<file path="config.mk">
export PLATFORM = sky130hd
export DESIGN_NAME = reg_file_nbit
export DESIGN_NICKNAME = d
export VERILOG_FILES = /design/src/rtl/reg_file_pkg.sv /design/src/rtl/reg_cell_nbit.sv /design/src/rtl/reg_file_nbit.sv
export SDC_FILE = /design/constraint.sdc
export NUM_CORES = 1
export LEC_CHECK = 0
export ABC_AREA = 1
export BUFFER_PORTS_ARGS = -buffer_cell sky130_fd_sc_hd__buf_2
export CAP_MARGIN = 15
export CORE_MARGIN = 1.5
export CORE_UTILIZATION = 50
export CTS_BUF_LIST = sky130_fd_sc_hd__clkbuf_16
export CTS_CLUSTER_SIZE = 20
export DETAILED_ROUTE_END_ITERATION = 8
export GPL_TIMING_DRIVEN = 0
export PLACE_DENSITY = 0.74
export SETUP_SLACK_MARGIN = 0.15
export SYNTH_ARGS = -nofsm -noshare
export SYNTH_HDL_FRONTEND = slang
export SYNTH_SLANG_ARGS = --single-unit
</file>
<file path="constraint.sdc">
create_clock -name clk -period 2.5 [get_ports clk]
set_input_delay 0.5 -clock clk [delete_from_list [all_inputs] [get_ports clk]]
set_output_delay 0.5 -clock clk [all_outputs]
set_load 0.005 [all_outputs]
</file>
<file path="src/rtl/reg_file_pkg.sv">
// Shared definitions for the register file: the write-operation type and its encodings.
package reg_file_pkg;

    typedef logic [1:0] wr_op_t;

    localparam wr_op_t OP_HOLD = 2'b00;
    localparam wr_op_t OP_LOAD = 2'b01;
    localparam wr_op_t OP_INC  = 2'b10;
    localparam wr_op_t OP_CLR  = 2'b11;

endpackage : reg_file_pkg

</file>
<file path="src/rtl/reg_cell_nbit.sv">
// One register of the file: WIDTH-bit data plus a valid bit, with local op decode.
// Ports:
//   clk, reset  - clock and asynchronous active-high reset
//   sel_i       - this cell is the write target this cycle
//   op_i        - write operation (HOLD/LOAD/INC/CLR)
//   din_i       - load data
//   q_o         - stored data
//   valid_o     - written (LOAD/INC) since last reset/CLR
//   wrap_c      - combinational: an INC this cycle will wrap all-ones to zero
module reg_cell_nbit
    import reg_file_pkg::*;
#(
    parameter int unsigned WIDTH = 5
) (
    input  logic             clk,
    input  logic             reset,
    input  logic             sel_i,
    input  wr_op_t           op_i,
    input  logic [WIDTH-1:0] din_i,
    output logic [WIDTH-1:0] q_o,
    output logic             valid_o,
    output logic             wrap_c
);

    logic [WIDTH-1:0] q_q, q_d;
    logic             valid_q, valid_d;

    // Next-state decode; an unselected cell or HOLD keeps its contents.
    always_comb begin
        q_d     = q_q;
        valid_d = valid_q;
        if (sel_i) begin
            case (op_i)
                OP_LOAD: begin
                    q_d     = din_i;
                    valid_d = 1'b1;
                end
                OP_INC: begin
                    q_d     = q_q + WIDTH'(1);
                    valid_d = 1'b1;
                end
                OP_CLR: begin
                    q_d     = '0;
                    valid_d = 1'b0;
                end
                default: begin
                    q_d     = q_q;
                    valid_d = valid_q;
                end
            endcase
        end
    end

    always_ff @(posedge clk or posedge reset) begin
        if (reset) begin
            q_q     <= '0;
            valid_q <= 1'b0;
        end else begin
            q_q     <= q_d;
            valid_q <= valid_d;
        end
    end

    assign wrap_c  = sel_i && (op_i == OP_INC) && (&q_q);
    assign q_o     = q_q;
    assign valid_o = valid_q;

endmodule : reg_cell_nbit

</file>
<file path="src/rtl/reg_file_nbit.sv">
// DEPTH x WIDTH register file with one write port (LOAD/INC/CLR/HOLD), two
// combinational read ports with per-register valid flags, and a registered
// one-cycle overflow pulse for wrapping increments.
// Ports:
//   clk, reset            - clock and asynchronous active-high reset
//   wr_addr, wr_op, Din   - write target, operation and load data
//   rd_addr_a, rd_addr_b  - read addresses
//   Dout_a, Dout_b        - read data (stored state, no write bypass)
//   valid_a, valid_b      - valid flag of the addressed register
//   ovf                   - high for the cycle after an INC wrapped
module reg_file_nbit
    import reg_file_pkg::*;
#(
    parameter  int unsigned WIDTH = 5,
    parameter  int unsigned DEPTH = 4,
    localparam int unsigned AW    = (DEPTH > 1) ? $clog2(DEPTH) : 1
) (
    input  logic             clk,
    input  logic             reset,
    input  logic [AW-1:0]    wr_addr,
    input  wr_op_t           wr_op,
    input  logic [WIDTH-1:0] Din,
    input  logic [AW-1:0]    rd_addr_a,
    input  logic [AW-1:0]    rd_addr_b,
    output logic [WIDTH-1:0] Dout_a,
    output logic [WIDTH-1:0] Dout_b,
    output logic             valid_a,
    output logic             valid_b,
    output logic             ovf
);

    logic [WIDTH-1:0] cell_q     [DEPTH];
    logic [DEPTH-1:0] cell_valid;
    logic [DEPTH-1:0] cell_wrap;
    logic             ovf_q, ovf_d;

    // One cell per address; only the addressed cell sees the write.
    for (genvar g = 0; g < DEPTH; g++) begin : g_cell
        reg_cell_nbit #(
            .WIDTH (WIDTH)
        ) u_cell (
            .clk     (clk),
            .reset   (reset),
            .sel_i   (wr_addr == AW'(g)),
            .op_i    (wr_op),
            .din_i   (Din),
            .q_o     (cell_q[g]),
            .valid_o (cell_valid[g]),
            .wrap_c  (cell_wrap[g])
        );
    end

    // At most one cell is selected, so OR-reducing the wrap flags is exact.
    assign ovf_d = |cell_wrap;

    always_ff @(posedge clk or posedge reset) begin
        if (reset) begin
            ovf_q <= 1'b0;
        end else begin
            ovf_q <= ovf_d;
        end
    end

    assign Dout_a  = cell_q[rd_addr_a];
    assign Dout_b  = cell_q[rd_addr_b];
    assign valid_a = cell_valid[rd_addr_a];
    assign valid_b = cell_valid[rd_addr_b];
    assign ovf     = ovf_q;

endmodule : reg_file_nbit

</file>
# Yosys cells after proc, flatten, opt, wreduce, memory -nomap -nowiden
# Cells that the tools add are included.
[op_classes]
n_mul = 0
shift = 0
n_div = 0
reduce_logical = 25
n_eq_ne = 6
magnitude_cmp = 4
n_mux = 15
addsub = 4
n_bitwise = 2
[op_table]
columns = ["operator", "n"]
rows = [
  ["case mux 5 bit (3 select lines)", 4],
  ["adder 5 x 1 -> 5 bit, second input constant", 4],
  ["binary-select mux 5 bit (select 2 bit)", 2],
  ["2-to-1 mux 5 bit", 4],
  ["AND reduction 5 bit", 4],
  ["AND reduction 2 bit", 8],
  ["equality test 2 bit, second input constant", 4],
  ["logical AND 1 bit", 8],
  ["greater-or-equal comparator 3 bit, second input constant", 2],
  ["< comparator 2 x 3 -> 1 bit, second input constant", 2],
  ["NOT 2 -> 3 bit", 2],
  ["binary-select mux 1 bit (select 2 bit)", 2],
  ["equality test 2 x 1 -> 1 bit, second input constant", 2],
  ["OR reduction 4 bit", 1],
  ["nonzero test 3 bit", 1],
  ["zero test 2 bit", 1],
  ["2-to-1 mux 1 bit", 2],
  ["case mux 1 bit (2 select lines)", 1],
  ["nonzero test 2 bit", 1],
  ["OR reduction 2 bit", 1],
]
[totals]
elab_cells = 65
ff_bits = 25
out_inout_bits = 13
mem_count = 0
romBits = 0
ramBits = 0
input_bits = 15
latchBits = 0

# Logic depth before layout (Yosys ltp)
# Gate-level depths: netlist (run 1).
[depth]
word_depth = 4
mapped_depth = 8
mapped_depth_nobuf = 8

# Cells and area by module
# A second synthesis (run 1) with hierarchy kept.
[hier_totals]
cells_unflattened = 320
area_unflattened_um2 = 2015.7
[modules_own_cells]
columns = ["module", "instances", "cells_per_inst", "seq_area_each_um2", "area_per_inst_um2"]
rows = [
  ["reg_cell_nbit", 4, 48, 150.1, 365.4],
  ["reg_file_nbit", 1, 128, 25.0, 554.3],
]

# Worst setup path before layout (run 1)
# Ideal clock, no wire load.
[synth_timing]
path_kind = "input to output"
from = "input rd_addr_a[0]"
to = "output Dout_a[0]"
stages = 4
path_buffers = 1
arrival_ns = 1.040
required_ns = 2.000
slack_ns = 0.960
cell_sequence = "inv_1 > clkbuf_1 > nor2_1 > o22ai_1"
[synth_between]
elab_chain_len = 4
[synth_rtl]
columns = ["element", "line_no", "text"]
rows = [
  ["start, declared", "reg_file_nbit.sv:23", "input logic [AW-1:0] rd_addr_a,"],
  ["NOT 2 -> 3 bit (not written as such)", "reg_file_nbit.sv:64", "assign Dout_a = cell_q[rd_addr_a];"],
  ["binary-select mux 5 bit (select 2 bit)", "reg_file_nbit.sv:64", ""],
  ["2-to-1 mux 5 bit (not written as such) (2 in a row)", "reg_file_nbit.sv:64", ""],
  ["end, declared", "reg_file_nbit.sv:25", "output logic [WIDTH-1:0] Dout_a,"],
]
# Every way passes these cells. The select of a mux whose other input is x is not followed.

# Worst setup path after layout (run 1)
[layout_timing]
from = "input rd_addr_b[0]"
to = "output Dout_b[1]"
[layout_between]
elab_chain_len = 4
[layout_rtl]
columns = ["element", "line_no", "text"]
rows = [
  ["start, declared", "reg_file_nbit.sv:24", "input logic [AW-1:0] rd_addr_b,"],
  ["NOT 2 -> 3 bit (not written as such)", "reg_file_nbit.sv:65", "assign Dout_b = cell_q[rd_addr_b];"],
  ["binary-select mux 5 bit (select 2 bit)", "reg_file_nbit.sv:65", ""],
  ["2-to-1 mux 5 bit (not written as such) (2 in a row)", "reg_file_nbit.sv:65", ""],
  ["end, declared", "reg_file_nbit.sv:26", "output logic [WIDTH-1:0] Dout_b,"],
]
# Every way passes these cells. The select of a mux whose other input is x is not followed.

==> qor.yml, run 1 <==
die:
  initial_utilization: 0.525
  dieWidth_um: 62.4
  num_rows: 21
  fp.dieArea_um2: 3890
  die_outline_height_um: 62.4
  placeableCoreArea_um2: 3360
  design.portCount: 28
route:
  wl_met1_um: 2240
  vias: 1855
  drtIter0Drc: 146
  via_per_inst: 5.52
  route.detailed.wl_per_inst_um: 14.2
  met3_wirelength_um: 309
  drt-pass1-iter-count: 4
  met2WireLength_um: 2140
  route.detailed.drc: 0
  finalWirelength_um: 4790
  ant_nets: 0
  highest_layer: "met4"
critical_path:
  critical_path_slowest_stage_cell: "sky130_fd_sc_hd__clkbuf_1"
  critical_path.max_fanout: 10
  cp_data_arrival_time_ps: 1470
  timing_worst_setup_path_type: "input port to output port"
  critPathRequiredTime_ps: 2000
  crit_top_cell: "sky130_fd_sc_hd__buf_2"
  path_cells: "buf_2 > inv_1 > clkbuf_1 > o21ai_0 > o22ai_1 > buf_2"
  timing.critical_path.slowest_cell_delay_ps: 330
  setup.worst_path.end_class: "output port"
  worst_setup_path_start_kind: "input port"
outcome:
  outcome: "finished, final reports clean"
placement:
  post-place-cells: 332
  finalWeightedCongestion: 0.897
  dp.final_hpwl_um: 3640
  numPortBuffers: 27
logic_synthesis:
  post_synth_mux_area_share: 0
  synth_enable_flop_cells: 0
  main_combinational_cell_family_by_area_after_synthesis: "simple AND/OR/NAND/NOR gates"
  postSynthRegisterBits: 25
  synth_top_flop_cell: "sky130_fd_sc_hd__dfrtp_1"
  yosysUniqueCellTypes: 21
  ys_seq_area_frac: 0.355
  yosys.area.top_type_share: 0.355
  ys_warn_count: 0
  synth.area.top_cells: "sky130_fd_sc_hd__dfrtp_1 35%, sky130_fd_sc_hd__nand2_1 12%, sky130_fd_sc_hd__nor2_1 12%, sky130_fd_sc_hd__o21ai_0 9.1%, sky130_fd_sc_hd__ha_1 5.7%"
  synthMostInstantiatedCell: "sky130_fd_sc_hd__nand2_1"
  syn-instance-count: 259
  syn_area_per_cell_um2: 6.81
  synth_simple_gate_area_share: 0.346
  ys_top_cells_by_count: "58 x sky130_fd_sc_hd__nand2_1, 57 x sky130_fd_sc_hd__nor2_1, 32 x sky130_fd_sc_hd__o21ai_0, 25 x sky130_fd_sc_hd__dfrtp_1, 17 x sky130_fd_sc_hd__inv_1"
  synth_compound_area_frac: 0.176
  synth.net_count: 282
  synth.cell_area_um2: 1760
  post-synth-top-area-cell: "sky130_fd_sc_hd__dfrtp_1"
  post_synth_fa_ha_maj_area_fraction: 0.0567
  synth_xor_area_frac: 0
  synth_async_sr_flop_share: 1.00
sta:
  fmax_mhz: 508
  finClkSkew_ps: 3.76
  count_of_endpoints_failing_setup_in_the_final_report: 0
  grt_setup_unrepaired: "no"
  tightest_slew_ps: 970
  post-route-min-period_ps: 1970
  slew-limit-headroom: 0.353
  timing_max_transition_violations_final: 0
  final-hold-violation-count: 0
  min_period_over_period: 0.788
  setup_total_negative_slack_ps: 0
grt:
  number_of_antenna_violations_at_the_first_check_in_global_routing: 0
  gr-total-overflow: 0
  number_of_global_route_vias_before_repair: 1635
  grt_start_max_net_pins: 26
  wire_length_of_the_first_global_routing_pass_um: 7910
  grt.total_usage: 0.258
clocking:
  sink_count: 25
  cts-buffers-inserted: 3
  cts_clock_pin_slew_for_the_worst_setup_and_hold_paths_ps: 60
  root_buffer: "sky130_fd_sc_hd__clkbuf_16"
  hold_buffers: 0
  post_cts_buffers: 0
  cts_tree: "yes"
  ctsResizeCount: 0
  cts_max_level: 1
  clockBufferDepth: 2
  worst_skew_pair.late_latency_ps: 260
power_and_ir_drop:
  seqPwrFrac: 0.455
  pwr-share-comb: 0.263
  total_power_per_unit_cell_area_nw_per_um2: 628
  power.share.clock: 0.282
  switching_power_uw: 449
  static-leakage-power_nw: 1.06
  totalPowerFinal_mw: 1.28
  internal-power_uw: 829
  switching_share: 0.351
  vdd.ir_drop.worst_mv: 0.259
final_layout:
  area.growth.synth_to_final_pct: 15.4
  fill_cells: 336
  instances_no_fill: 336
  layout.nets: 314
  diodes: 0
  layout-drive-gt1-share: 0.148
worst_hold_path:
  min-delay-path-class: "input port to asynchronous set/reset pin"
run:
  drv.max_cap_violation_count: 0
## kinds of logic (layout without fill, tap and decap cells)
| group | after synthesis | after routing |
|---|---|---|
| buffers and inverters | 27 | 58 |
| DFF | 25 | 25 |
| AOI/OAI and AO/OA | 58 | 58 |
| adders and majority gates | 8 | 8 |
| and+or+nand+nor | 141 | 141 |
## worst max-delay path, delay by kind of cell
kind / cells / cell delay, ps
buffers and inverters: 4 / 660
AO/OA/AOI/OAI: 2 / 310
## layer usage
layer  up-vias  GRT usage
met5         -          0
li1        926          -
met2        76      0.390
met4         0     0.0944
met3         9     0.0270
met1       844      0.383
## cells in the final DEF, fill, tap and decap left out, drive strengths merged
| cell type | synthesis | final |
|---|---|---|
| ha | 8 | 8 |
| nand4 | 5 | 5 |
| a31oi | 2 | 2 |
| nand3 | 14 | 14 |
| or2 | 1 | 1 |
| nand2 | 62 | 62 |
| nor2 | 59 | 59 |
| o22ai | 12 | 12 |
| buf | 1 | 28 |
| clkinv | 2 | 2 |
| a21oi | 11 | 11 |
| o21ai | 32 | 32 |
| inv | 20 | 21 |
| dfrtp | 25 | 25 |
| a22oi | 1 | 1 |
| clkbuf | 4 | 7 |
## worst paths after layout
check,from,end,slack (ps),depth (start not counted)
max,rd_addr_b[0],Dout_b[1],530,6
max reg2reg,g_cell[2].u_cell.q_o[0],g_cell[2].u_cell.q_o[4],1040,8
min reg2reg,g_cell[2].u_cell.valid_o,g_cell[2].u_cell.valid_o,510,2
min in group clk,g_cell[2].u_cell.valid_o,g_cell[2].u_cell.valid_o,510,2
min,reset,g_cell[0].u_cell.q_o[1],450,2
max in group asynchronous,reset,g_cell[1].u_cell.valid_o,1460,2
## power by group through the flow
stage                     logic, mW  registers [mW]  clock network [mW]
final                         0.336           0.581               0.360
after floorplan               0.239           0.547                   0
after global routing          0.388           0.591               0.371
after global placement        0.325           0.584                   0
after detailed placement      0.334           0.585                   0
after CTS                     0.336           0.577               0.357
## stage by stage
step	instance area (µm²)	utilization	setup WS (ps)	hold WS [ps]
after floorplan	1760	-	960	464
after global placement	1960	0.582	558	495
after detailed placement	1960	0.582	539	509
after CTS	2040	0.605	533	501
after global routing	2040	0.605	435	545
final	2040	0.605	530	447
## registers in the layout, indices dropped and copies added (netlist names)
signal / count
ovf: 1
g_cell.u_cell.q_o: 20
g_cell.u_cell.valid_o: 4
## final cells by class
| class | instances | area [µm²] | share of cell area |
|---|---|---|---|
| flip-flops and latches | 25 | 626 | 0.307 |
| clock buffers | 3 | 75.1 | 0.0369 |
| inverters | 22 | 87.6 | 0.0430 |
| repair buffers | 27 | 135 | 0.0664 |
| multi-input cells | 207 | 1020 | 0.502 |
| clock inverters | 1 | 3.75 | 0.00184 |
| well taps | 46 | 57.6 | 0.0283 |
| plain buffers | 5 | 30.0 | 0.0148 |
Power figures use the tool's default switching activity.
==> run 2: changes to the inputs <==
--- a/config.mk
+++ b/config.mk
@@ -14,7 +14,7 @@
 export CTS_CLUSTER_SIZE = 20
 export DETAILED_ROUTE_END_ITERATION = 8
 export GPL_TIMING_DRIVEN = 0
-export PLACE_DENSITY = 0.74
+export PLACE_DENSITY = 0.77
 export SETUP_SLACK_MARGIN = 0.15
 export SYNTH_ARGS = -nofsm -noshare
 export SYNTH_HDL_FRONTEND = slang
==> constraint.sdc (replaced) <==
create_clock -name clk -period 1.8 [get_ports clk]
set_input_delay 0.36 -clock clk [delete_from_list [all_inputs] [get_ports clk]]
set_output_delay 0.36 -clock clk [all_outputs]
set_load 0.005 [all_outputs]
==> run 2 against run 1 <==
Compared with the run above: critical endpoint is now Dout_a[0]; global-route usage rose by 1.2 points; non-clock buffer count unchanged; final cell count unchanged.
==> qor.yml, run 2 (synthesis results as in run 1) <==
outcome:
  outcome: "finished, final reports clean"
route:
  route.detailed.drc: 0  # unchanged
  route.detailed.wl_per_inst_um: 14.5  # +1.9%
  drt-pass1-iter-count: 5  # +1
  finalWirelength_um: 4880  # +1.9%
  vias: 1893  # +2.0%
  ant_nets: 0  # unchanged
  drtIter0Drc: 170  # +16%
  via_per_inst: 5.63  # +2.0%
final_layout:
  layout-drive-gt1-share: 0.162  # +0.0138
  finish.instance_area_um2: 2040  # +0.25%
  diodes: 0  # unchanged
  area.growth.synth_to_final_pct: 15.7
  largest_register_ff_count: 20  # unchanged
  layout.nets: 314  # unchanged
  most-common-layout-cells: "58 x sky130_fd_sc_hd__nand2_1, 57 x sky130_fd_sc_hd__nor2_1, 32 x sky130_fd_sc_hd__o21ai_0, 27 x sky130_fd_sc_hd__buf_2, 25 x sky130_fd_sc_hd__dfrtp_1"
  layout_commonest_cell: "sky130_fd_sc_hd__nand2_1"
placement:
  place_worst_setup_slack_ps: 129  # -410 ps
  finalWeightedCongestion: 0.909  # +1.4%
  place_area_um2: 1960  # unchanged
  numPortBuffers: 27  # unchanged
  dp.final_hpwl_um: 3570  # -2.0%
critical_path:
  critPathRequiredTime_ps: 1440  # -560 ps
  timing_worst_setup_path_type: "flip-flop to output port"
  rr_startpoint: "g_cell[2].u_cell.q_o[0]"
  worst_setup_path_start_kind: "flip-flop"
  reg2reg_depth: 8  # unchanged
  rr_endpoint: "g_cell[2].u_cell.q_o[4]"
  rrSetupSlack_ps: 320  # -720 ps
  cp_data_arrival_time_ps: 1220  # -250 ps
  critical_path.max_fanout: 7  # -3
  setup.worst_path.end_class: "output port"
  setup.worst_path.start: "g_cell[2].u_cell.q_o[0]"
  capturing_instance_or_port_of_the_critical_path: "Dout_a[0]"
sta:
  final-hold-violation-count: 0  # unchanged
  finClkSkew_ps: 1.24  # -2.52 ps
  fin_ws_ps: 221  # -309 ps
  post-route-min-period_ps: 1580
  fmax_mhz: 633
  hold-worst-slack_ps: 300  # -147 ps
  grt_setup_unrepaired: "no"
  tightest_slew_ps: 933  # -36.8 ps
  timing_max_transition_violations_final: 0  # unchanged
  min_period_over_period: 0.877
  slew-limit-headroom: 0.377  # +0.0246
  count_of_endpoints_failing_setup_in_the_final_report: 0  # unchanged
  setup_total_negative_slack_ps: 0  # unchanged
clocking:
  clockBufferDepth: 2  # unchanged
  cts_tree: "yes"
  cts_clock_pin_slew_for_the_worst_setup_and_hold_paths_ps: 60  # about the same
  sink_count: 25  # unchanged
  root_buffer: "sky130_fd_sc_hd__clkbuf_16"
  hold_buffers: 0  # unchanged
  cts-buffers-inserted: 3  # unchanged
  worst_skew_pair.late_latency_ps: 260  # about the same
  cts_max_level: 1  # unchanged
grt:
  grt_start_max_net_pins: 26  # unchanged
  gr-total-overflow: 0  # unchanged
  number_of_global_route_vias_before_repair: 1705  # +4.3%
  grt.total_usage: 0.270  # +0.0120
  number_of_antenna_violations_at_the_first_check_in_global_routing: 0  # unchanged
  wire_length_of_the_first_global_routing_pass_um: 8310  # +5.1%
die:
  die_outline_height_um: 62.4  # unchanged
  num_rows: 21  # unchanged
  design.portCount: 28  # unchanged
  placeableCoreArea_um2: 3360  # unchanged
  initial_utilization: 0.525  # unchanged
  fp.dieArea_um2: 3890  # unchanged
  dieWidth_um: 62.4  # unchanged
power_and_ir_drop:
  vdd.ir_drop.worst_mv: 0.382  # +48%
  total_power_per_unit_cell_area_nw_per_um2: 869  # +38%
  totalPowerFinal_mw: 1.77  # +39%
  static-leakage-power_nw: 1.07  # +1.1%
worst_hold_path:
  min-delay-path-class: "input port to asynchronous set/reset pin"
run:
  drv.max_cap_violation_count: 0  # unchanged
-- run 2: layout make-up --
| type | count | area, µm² |
|---|---|---|
| plain buffers | 5 | 35.0 |
| clock buffers | 3 | 75.1 |
| clock inverters | 1 | 3.75 |
| fillers | 346 | 1320 |
| inverters | 22 | 87.6 |
| multi-input cells | 207 | 1020 |
| flip-flops and latches | 25 | 626 |
| well taps | 46 | 57.6 |
| repair buffers | 27 | 135 |
-- run 2: report_power, final --
part | internal, mW | total [mW] | switching [mW]
clock | 0.297 | 0.493 | 0.196
combinational | 0.199 | 0.470 | 0.271
sequential | 0.656 | 0.810 | 0.154
total | 1.15 | 1.77 | 0.621
-- run 2: critical path: stages, from the launching register on --
cell	delay, ps
sky130_fd_sc_hd__dfrtp_1	470
sky130_fd_sc_hd__o21ai_0	140
sky130_fd_sc_hd__o22ai_1	200
sky130_fd_sc_hd__buf_2	150
-- run 2: repair_timing --
action | 4_1_cts | 5_1_grt
gates cloned | 0 | 0
setup endpoints to repair | 3 | 8
resized for setup | 2 | 4
buffers inserted | 0 | 0
endpoints found under the hold margin | 0 | 0
-- run 2: worst min path at each step --
stage / start / to / cells after the start / slack (ps)
after floorplan: reset / g_cell[0].u_cell.q_o[0] / 1 / 390
after global placement: g_cell[2].u_cell.valid_o / g_cell[2].u_cell.valid_o / 2 / 510
after detailed placement: g_cell[2].u_cell.valid_o / g_cell[2].u_cell.valid_o / 2 / 490
after CTS: reset / ovf / 2 / 350
after global routing: reset / g_cell[0].u_cell.q_o[0] / 2 / 420
final: reset / g_cell[0].u_cell.q_o[1] / 2 / 300
-- run 2: metal layers --
layer	wire length [µm]	vias to the layer above	global-route usage
met5	0	-	0
met2	2180	92	0.413
met1	2160	869	0.408
met3	466	8	0.0216
li1	-	924	-
met4	73	0	0.0833
-- run 2: per-stage QoR --
step,utilization,cells
after floorplan,-,259
after global placement,0.582,332
after detailed placement,0.582,332
after CTS,0.606,336
after global routing,0.607,336
final,0.607,336
==> run 3: changes to the inputs <==
--- a/config.mk
+++ b/config.mk
@@ -10,7 +10,6 @@
 export CAP_MARGIN = 15
 export CORE_MARGIN = 1.5
 export CORE_UTILIZATION = 50
-export CTS_BUF_LIST = sky130_fd_sc_hd__clkbuf_16
 export CTS_CLUSTER_SIZE = 20
 export DETAILED_ROUTE_END_ITERATION = 8
 export GPL_TIMING_DRIVEN = 0
@@ -19,3 +18,4 @@
 export SYNTH_ARGS = -nofsm -noshare
 export SYNTH_HDL_FRONTEND = slang
 export SYNTH_SLANG_ARGS = --single-unit
+export TNS_END_PERCENT = 100
==> run 3 against run 2 <==
Compared with the run above: first-iteration DRC count shrank 1.8%; global-route usage shrank 0.82 points; sequential power is essentially flat; die area is the same.
==> qor.yml, run 3 (synthesis results as in run 1) <==
route:
  met3_wirelength_um: 404  # -13%
  wl_met1_um: 2210  # +2.5%
  finalWirelength_um: 4910  # +0.59%
  ant_nets: 0  # unchanged
  drtIter0Drc: 167  # -1.8%
  vias: 1922  # +1.5%
  met2WireLength_um: 2190  # +0.55%
  highest_layer: "met4"
  via_per_inst: 5.64  # about the same
  route.detailed.drc: 0  # unchanged
  drt-pass1-iter-count: 5  # unchanged
  route.detailed.wl_per_inst_um: 14.4  # -0.88%
die:
  fp.dieArea_um2: 3890  # unchanged
  num_rows: 21  # unchanged
  die_outline_height_um: 62.4  # unchanged
  placeableCoreArea_um2: 3360  # unchanged
  dieWidth_um: 62.4  # unchanged
  design.portCount: 28  # unchanged
  initial_utilization: 0.525  # unchanged
sta:
  count_of_endpoints_failing_setup_in_the_final_report: 0  # unchanged
  post-route-min-period_ps: 1600  # +24.9 ps
  fmax_mhz: 623  # -1.6%
  timing_max_transition_violations_final: 0  # unchanged
  grt_setup_unrepaired: "yes"
  slew-limit-headroom: 0.362  # -0.0153
  tightest_slew_ps: 956  # +22.9 ps
  setup_total_negative_slack_ps: 0  # unchanged
  finClkSkew_ps: 6.28  # +5.04 ps
  final-hold-violation-count: 0  # unchanged
  min_period_over_period: 0.891  # +0.0138
  hold-worst-slack_ps: 213  # -87.0 ps
clocking:
  worst_skew_pair.late_latency_ps: 330  # +70 ps
  cts_clock_pin_slew_for_the_worst_setup_and_hold_paths_ps: 150  # +90 ps
  sink_count: 25  # unchanged
  clockBufferDepth: 2  # unchanged
  root_buffer: "sky130_fd_sc_hd__clkbuf_4"
  cts_max_level: 1  # unchanged
  hold_buffers: 0  # unchanged
  cts-buffers-inserted: 3  # unchanged
  cts_tree: "yes"
grt:
  grt_start_max_net_pins: 26  # unchanged
  grt.total_usage: 0.262  # -0.00823
  number_of_global_route_vias_before_repair: 1682  # -1.3%
  number_of_antenna_violations_at_the_first_check_in_global_routing: 0  # unchanged
  gr-total-overflow: 0  # unchanged
  wire_length_of_the_first_global_routing_pass_um: 8080  # -2.8%
placement:
  dp.final_hpwl_um: 3570  # unchanged
  finalWeightedCongestion: 0.909  # unchanged
  numPortBuffers: 27  # unchanged
worst_hold_path:
  min-delay-path-class: "input port to asynchronous set/reset pin"
critical_path:
  setup.worst_path.end_class: "output port"
  timing_worst_setup_path_type: "flip-flop to output port"
  critical_path_slowest_stage_cell: "sky130_fd_sc_hd__dfrtp_2"
  path_buf_inv: 1  # unchanged
  timing.critical_path.slowest_cell_delay_ps: 480  # about the same
  critical_path.max_fanout: 6  # -1
  critPathRequiredTime_ps: 1440  # about the same
  path_cells: "o21ai_0 > o22ai_1 > buf_2"
  worst_setup_path_start_kind: "flip-flop"
  crit_family: "flip-flops"
  cp_data_arrival_time_ps: 1240  # +20 ps
final_layout:
  layout.nets: 319  # +1.6%
  diodes: 0  # unchanged
  most-common-layout-cells: "58 x sky130_fd_sc_hd__nand2_1, 57 x sky130_fd_sc_hd__nor2_1, 27 x sky130_fd_sc_hd__o21ai_0, 27 x sky130_fd_sc_hd__buf_2"
  fill_cells: 349  # +0.87%
  layout-drive-gt1-share: 0.203  # +0.0413
  area.growth.synth_to_final_pct: 15.4
  largest_register_ff_count: 20  # unchanged
  layout_commonest_cell: "sky130_fd_sc_hd__nand2_1"
power_and_ir_drop:
  vdd.ir_drop.worst_mv: 0.427  # +12%
  static-leakage-power_nw: 1.06  # -1.1%
  total_power_per_unit_cell_area_nw_per_um2: 776  # -11%
outcome:
  outcome: "finished, final reports clean"
run:
  drv.max_cap_violation_count: 0  # unchanged
-- run 3: path summary, 6_finish.rpt --
check | from | end | slack (ps) | depth (start not counted)
setup / recovery | g_cell[2].u_cell.q_o[1] | Dout_a[1] | 200 | 3
hold / removal | reset | g_cell[0].u_cell.q_o[1] | 210 | 2
setup reg to reg | g_cell[2].u_cell.q_o[0] | g_cell[2].u_cell.q_o[4] | 280 | 9
hold reg to reg | g_cell[2].u_cell.valid_o | g_cell[2].u_cell.valid_o | 520 | 2
max in group asynchronous | reset | g_cell[1].u_cell.q_o[2] | 940 | 2
min in group clk | Din[1] | g_cell[0].u_cell.q_o[1] | 300 | 3
-- run 3: final cells by class --
type / count / area [µm²] / area share
inverter: 22 / 87.6 / 0.0430
multi-input combinational: 207 / 1020 / 0.502
timing repair buffer: 32 / 173 / 0.0848
clock buffer: 4 / 26.3 / 0.0129
tap: 46 / 57.6 / 0.0283
sequential: 25 / 636 / 0.312
buffer: 5 / 35.0 / 0.0172
-- run 3: where the power goes --
| group | internal, mW | switching, mW | leakage, nW |
|---|---|---|---|
| clock | 0.0871 | 0.181 | 0.0150 |
| sequential | 0.661 | 0.149 | 0.290 |
| combinational | 0.223 | 0.279 | 0.752 |
-- run 3: through the flow --
step	setup WS (ps)	cells	total power, mW	utilization	cell area (µm²)
2_1_floorplan	514	259	1.09	-	1760
3_3_place_gp	132	332	1.26	0.582	1960
3_5_place_dp	129	332	1.28	0.582	1960
4_1_cts	156	336	1.53	0.590	1990
5_1_grt	135	341	1.69	0.605	2040
6_report	196	341	1.58	0.605	2040
-- run 3: what timing repair did --
action	CTS	global route
pin swaps	0	0
setup buffers	0	5
resized for setup	2	17
cloned	0	0
endpoints found under the setup margin	3	8
-- run 3: layer usage --
| metal | vias to the layer above | global-route usage |
|---|---|---|
| met5 | - | 0 |
| met4 | 0 | 0.0889 |
| met3 | 11 | 0.0216 |
| met2 | 87 | 0.401 |
| met1 | 888 | 0.392 |
| li1 | 936 | - |
